**src/rtl/writeback_regfile_if.sv**
```systemverilog
// writeback_regfile_if: writeback-stage bus between the pipeline/bench (master) and the register file (slave)
// Carries the instruction fields into writeback and the decode, status and debug-read results back out.
interface writeback_regfile_if #(
  parameter int WIDTH = 64,
  parameter int CNT_W = 32
);
  logic             wb_valid;
  logic [3:0]       icode;
  logic [3:0]       rA;
  logic [3:0]       rB;
  logic             cnd;
  logic [2:0]       stat;
  logic [WIDTH-1:0] valE;
  logic [WIDTH-1:0] valM;
  logic [3:0]       dbg_sel;
  logic [WIDTH-1:0] dbg_val;
  logic [3:0]       dstE;
  logic [3:0]       dstM;
  logic             halted;
  logic [CNT_W-1:0] retired;
  modport master (
    output wb_valid, icode, rA, rB, cnd, stat, valE, valM, dbg_sel,
    input  dbg_val, dstE, dstM, halted, retired
  );
  modport slave (
    input  wb_valid, icode, rA, rB, cnd, stat, valE, valM, dbg_sel,
    output dbg_val, dstE, dstM, halted, retired
  );
endinterface

```
**src/rtl/writeback_regfile.sv**
```systemverilog
// writeback_regfile: Y86-64 SEQ writeback stage owning the 15-entry register file
// Ports: clk (rising-edge state updates), reset_n (asynchronous active-low reset),
//   bus (slave): wb_valid/icode/rA/rB/cnd/stat/valE/valM in; dstE/dstM decode,
//   sticky halted flag, retired instruction count and dbg_sel -> dbg_val read port out.
module writeback_regfile #(
  parameter int WIDTH = 64,
  parameter int CNT_W = 32
) (
  input logic               clk,
  input logic               reset_n,
  writeback_regfile_if.slave bus
);
  localparam logic [3:0] RNONE = 4'hF;
  localparam logic [3:0] RSP   = 4'h4;
  localparam logic [2:0] AOK   = 3'd1;
  logic [WIDTH-1:0] regs [15];
  logic             halted;
  logic [CNT_W-1:0] retired;
  always_comb begin
    bus.dstE = (bus.icode == 4'h2) ? (bus.cnd ? bus.rB : RNONE) :
               (bus.icode == 4'h3 || bus.icode == 4'h6) ? bus.rB :
               (bus.icode >= 4'h8 && bus.icode <= 4'hB) ? RSP : RNONE;
    bus.dstM = (bus.icode == 4'h5 || bus.icode == 4'hB) ? bus.rA : RNONE;
  end
  assign bus.dbg_val = (bus.dbg_sel == RNONE) ? '0 : regs[bus.dbg_sel];
  assign bus.halted  = halted;
  assign bus.retired = retired;
  always_ff @(posedge clk or negedge reset_n) begin
    if (!reset_n) begin
      for (int i = 0; i < 15; i++) regs[i] <= '0;
      halted  <= 1'b0;
      retired <= '0;
    end else if (bus.wb_valid && !halted) begin
      if (bus.stat == AOK) begin
        if (bus.dstE != RNONE) regs[bus.dstE] <= bus.valE;
        // issued after the E write so valM wins when dstE == dstM (popq %rsp)
        if (bus.dstM != RNONE) regs[bus.dstM] <= bus.valM;
        retired <= retired + 1'b1;
      end else begin
        halted <= 1'b1;
      end
    end
  end
endmodule

```
**src/flat_wrapper.sv**
```systemverilog
// flat-port wrapper written by rule: the top's interface ports become plain ports
module writeback_regfile_flat 
#(
  parameter int WIDTH = 64,
  parameter int CNT_W = 32
)
  (clk, reset_n, bus_wb_valid, bus_icode, bus_rA, bus_rB, bus_cnd, bus_stat, bus_valE, bus_valM, bus_dbg_sel, bus_dbg_val, bus_dstE, bus_dstM, bus_halted, bus_retired);
  writeback_regfile_if #(.WIDTH(WIDTH), .CNT_W(CNT_W)) bus_i ();
  input logic clk;
  input logic reset_n;
  input wire logic [$bits(bus_i.wb_valid)-1:0] bus_wb_valid;
  input wire logic [$bits(bus_i.icode)-1:0] bus_icode;
  input wire logic [$bits(bus_i.rA)-1:0] bus_rA;
  input wire logic [$bits(bus_i.rB)-1:0] bus_rB;
  input wire logic [$bits(bus_i.cnd)-1:0] bus_cnd;
  input wire logic [$bits(bus_i.stat)-1:0] bus_stat;
  input wire logic [$bits(bus_i.valE)-1:0] bus_valE;
  input wire logic [$bits(bus_i.valM)-1:0] bus_valM;
  input wire logic [$bits(bus_i.dbg_sel)-1:0] bus_dbg_sel;
  output wire logic [$bits(bus_i.dbg_val)-1:0] bus_dbg_val;
  output wire logic [$bits(bus_i.dstE)-1:0] bus_dstE;
  output wire logic [$bits(bus_i.dstM)-1:0] bus_dstM;
  output wire logic [$bits(bus_i.halted)-1:0] bus_halted;
  output wire logic [$bits(bus_i.retired)-1:0] bus_retired;
  assign bus_i.wb_valid = bus_wb_valid;
  assign bus_i.icode = bus_icode;
  assign bus_i.rA = bus_rA;
  assign bus_i.rB = bus_rB;
  assign bus_i.cnd = bus_cnd;
  assign bus_i.stat = bus_stat;
  assign bus_i.valE = bus_valE;
  assign bus_i.valM = bus_valM;
  assign bus_i.dbg_sel = bus_dbg_sel;
  assign bus_dbg_val = bus_i.dbg_val;
  assign bus_dstE = bus_i.dstE;
  assign bus_dstM = bus_i.dstM;
  assign bus_halted = bus_i.halted;
  assign bus_retired = bus_i.retired;
  writeback_regfile #(.WIDTH(WIDTH), .CNT_W(CNT_W)) u_core (.clk(clk), .reset_n(reset_n), .bus(bus_i));
endmodule
```
**config.mk**
```make
export PLATFORM = sky130hd
export DESIGN_NAME = writeback_regfile_flat
export DESIGN_NICKNAME = d
export VERILOG_FILES = /design/src/rtl/writeback_regfile_if.sv /design/src/rtl/writeback_regfile.sv /design/src/flat_wrapper.sv
export SDC_FILE = /design/constraint.sdc
export NUM_CORES = 2
export LEC_CHECK = 0
export CAP_MARGIN = 10
export CELL_PAD_IN_SITES_DETAIL_PLACEMENT = 1
export CELL_PAD_IN_SITES_GLOBAL_PLACEMENT = 2
export CORE_MARGIN = 1
export CORE_UTILIZATION = 25
export DETAILED_ROUTE_END_ITERATION = 12
export GPL_TIMING_DRIVEN = 1
export PLACE_DENSITY = 0.6
export SKIP_CTS_REPAIR_TIMING = 1
export SYNTH_ARGS = -nofsm -noshare
export SYNTH_HDL_FRONTEND = slang
export SYNTH_SLANG_ARGS = --single-unit
```
**constraint.sdc**
```tcl
create_clock -name clk -period 3.5 [get_ports clk]
set_input_delay 0.7 -clock clk [delete_from_list [all_inputs] [get_ports clk]]
set_output_delay 0.7 -clock clk [all_outputs]
set_load 0.01 [all_outputs]
```
==> metrics.txt <==
ys async rst share 100%; Antenna Violating Nets Remaining 0; DRC violations left 0; status finished clean; CTS tree yes; Final Core Density 32.3%; total track usage 25.6%; Worst slew margin 35.3%; initial antenna violation count 24; GPL Wtd Cong 0.870; number of enable flip-flop cells after synthesis 0; Crit Path Max Fanout 21; fmax 287 MHz; #FFs+latches synth 993; hpwl dp 173000 um; Filler Cells Inserted 22.0k; Min-Delay Path Class flip-flop to flip-flop; fin area 0.0653 mm^2; endpoints failing hold 0; syn_area_per_cell 10.7 um^2; CORE AREA 0.202 mm^2; CTS Buffer Depth 3; share of the synthesized area in the top cell type 48.8%; PortBufs 255; worst reg2reg path depth 9; Hold Path End u_core.regs[371]; worst-skew pair later-pin latency 0.77 ns; Cell Area, Placed 0.0609 mm^2; grt total ovfl 0; Die H 453 um; Num CTS Buffers 119; Leak Pwr 28.3 nW; Hold Path Depth 2; die area 0.205 mm^2; crit end category output port; Worst path slowest cell clkdlybuf4s50_1; Post-Synth XOR/XNOR Area 0.534%; final setup margin 0.0144 ns; largest family of logic cells by synthesized area compound AO/OA/AOI/OAI gates; critical path class input port to output port; crit-path cells buf_16, nor2b_4, buf_12, nand2_1, o211ai_1, o21ai_0, o22ai_1, clkdlybuf4s50_1; CP max stage delay 0.64 ns; Compound-Gate Fraction of Synth Area 26.1%; Starting Density 25.2%; footprint of the multi-input gates 0.0231 mm^2; # nets final 5200; vias in the first global route 47.8k; count of pins over their slew limit 0; Synth area leaders dfrtp_1 49%, o22ai_1 9.7%, mux4_2 9.2%; Post-Synthesis Cells 4751; number of distinct library cells after synthesis 72; Area growth syn-to-layout 28.3%; syn_nets 4903; Tcrit/Tclk final 99.6%; first-pass GRT wire length 380000 um; Post-Synth Simple-Gate Area 6.38%; clk root buf clkbuf_16; ys flop type dfrtp_1; Worst R2R Start u_core.bus.halted; Max VDD drop 0.000387 V; clk slew on worst S/H paths 0.06 ns; startpoint types input port; Cell Pwr Density 416 mW/mm^2; sequential fraction of the synthesis area 48.8%; routed length per instance 34.4 um; TNS Setup 0 ns; Via Count 46.3k; Routed WL 269000 um; ratio of cells with drive above 1 in the final layout 21.9%; Sink Count 993; area of the mapped netlist 0.0509 mm^2; initial drt markers 4660; Hold Startpoint u_core.regs[371]; Tmin final 3.49 ns; CP required 2.80 ns; Die Width 453 um; row cnt 165; # setup viols final 0; H-tree levels 3; Worst R2R End u_core.regs[922]; Least-Margin Pin Slew 0.967 ns; Adder-Cell Fraction of Synth Area 0.0246%; Worst Skew 0.0218 ns; vias per cell 5.92; DP Worst Slack -0.301 ns; Reg2Reg Setup Slack 0.76 ns; cell taking the most area after synthesis dfrtp_1; worst endpoint data arrival time 2.79 ns; mux share of post-synthesis cell area 11.4%; router iterations before antenna repair 6; # IOs 256; max_cap viols 0; largest net degree at the start of global routing 115; Synth Warn # 0; Register Area 0.0248 mm^2
state kept, by name, summed over array words and instances (netlist names):
signal	flops
u_core.regs	960
u_core.bus.retired	32
u_core.bus.halted	1
metal layers:
layer,vias to the layer above,share of wire [%],GRT usage [%]
met5,-,0.021,0
li1,18900,-,-
met4,10,4.7,11.8
met2,1964,46,40.5
met1,24900,42,34.4
met3,536,6.4,3.97
power by group:
part           internal, mW  switching (mW)  leakage (nW)  total (mW)
sequential             11.5          0.0441          12.6        11.6
combinational          1.01            1.59          13.8        2.60
clock                  7.55            5.42          1.93        13.0
total                  20.1            7.05          28.3        27.2
final cells by class:
class                   instances  area share [%]
flip-flops and latches        993            38.0
multi-input cells            2914            35.4
repair buffers                771            14.0
clock buffers                 183            5.49
well taps                    2672            5.12
inverters                     249            1.44
clock inverters                26           0.542
diodes                         12          0.0460
critical path, delay by kind of cell:
kind / cells / cell delay [ns]
and+or+nand+nor: 2 / 0.35
buffers and inverters: 3 / 1.02
AOI/OAI and AO/OA: 3 / 0.67
cell usage after synthesis (all sizes together), types with 2 or more instances:
| cell type | instances |
|---|---|
| dfrtp | 993 |
| or4 | 3 |
| mux4 | 208 |
| mux2i | 112 |
| or3 | 48 |
| buf | 196 |
| o211a | 4 |
| xnor2 | 24 |
| o22ai | 786 |
| and3 | 5 |
| and2 | 7 |
| nand3 | 48 |
| nand2b | 14 |
| a21oi | 278 |
| nand4 | 24 |
| a21o | 6 |
| a2bb2oi | 423 |
| a22oi | 16 |
| nor4 | 4 |
| o211ai | 51 |
| or2 | 12 |
| o32a | 3 |
| a22o | 2 |
| o221a | 124 |
| o2bb2ai | 15 |
| xor2 | 7 |
| clkbuf | 399 |
| inv | 248 |
| nor2b | 9 |
| o21a | 5 |
| nor3b | 2 |
| a211oi | 4 |
| o32ai | 50 |
| o21ai | 80 |
| nand2 | 169 |
| nor3 | 70 |
| and4 | 5 |
| a21boi | 2 |
| nor2 | 275 |
| a221oi | 9 |
layout by cell type (no fill, tap or decap), types with 13 or more instances in the layout:
master,instances
o211ai_1,50
mux2i_1,108
nand3_1,29
o32ai_1,49
buf_12,194
dfrtp_1,993
a22oi_1,16
a21oi_1,268
clkinv_2,13
inv_1,247
nand2b_1,13
nand2_1,158
mux4_2,208
nor2_1,274
buf_4,312
o22ai_1,783
xnor2_1,24
o221a_2,124
or3_1,47
nor3_1,64
nand4_1,22
o2bb2ai_1,15
clkbuf_16,129
clkbuf_1,33
nand3_4,13
a2bb2oi_1,423
clkdlybuf4s50_1,235
clkbuf_8,27
o21ai_0,73
dlymetal6s2s_1,13
per-stage QoR:
step / cells / hold slack, ns / total power [mW]
2_1_floorplan: 4751 / 0.404 / 12.8
3_3_place_gp: 7569 / 0.474 / 14.3
3_5_place_dp: 7569 / 0.483 / 14.3
4_1_cts: 7778 / -0.0572 / 27.3
5_1_grt: 7817 / 0.508 / 27.9
6_report: 7820 / 0.488 / 27.2
worst max path at each step:
stage	from	endpoint	slack [ns]
after detailed placement	bus_icode[0]	bus_dstE[3]	-0.30
final	bus_dbg_sel[0]	bus_dbg_val[46]	0.01
after floorplan	bus_dbg_sel[0]	bus_dbg_val[10]	0.34
after global placement	bus_icode[0]	bus_dstE[3]	-0.34
after CTS	bus_icode[0]	bus_dstE[3]	-0.32
after global routing	bus_dbg_sel[0]	bus_dbg_val[29]	-0.008
logic make-up after synthesis:
family / after synthesis
AO/OA/AOI/OAI: 1862
XOR/XNOR: 31
adder cells (fa/ha/maj): 1
buffers and inverters: 844
flip-flops: 993
multiplexers: 320
AND/OR/NAND/NOR: 700
Note: power is estimated with default switching activity, not from simulation.
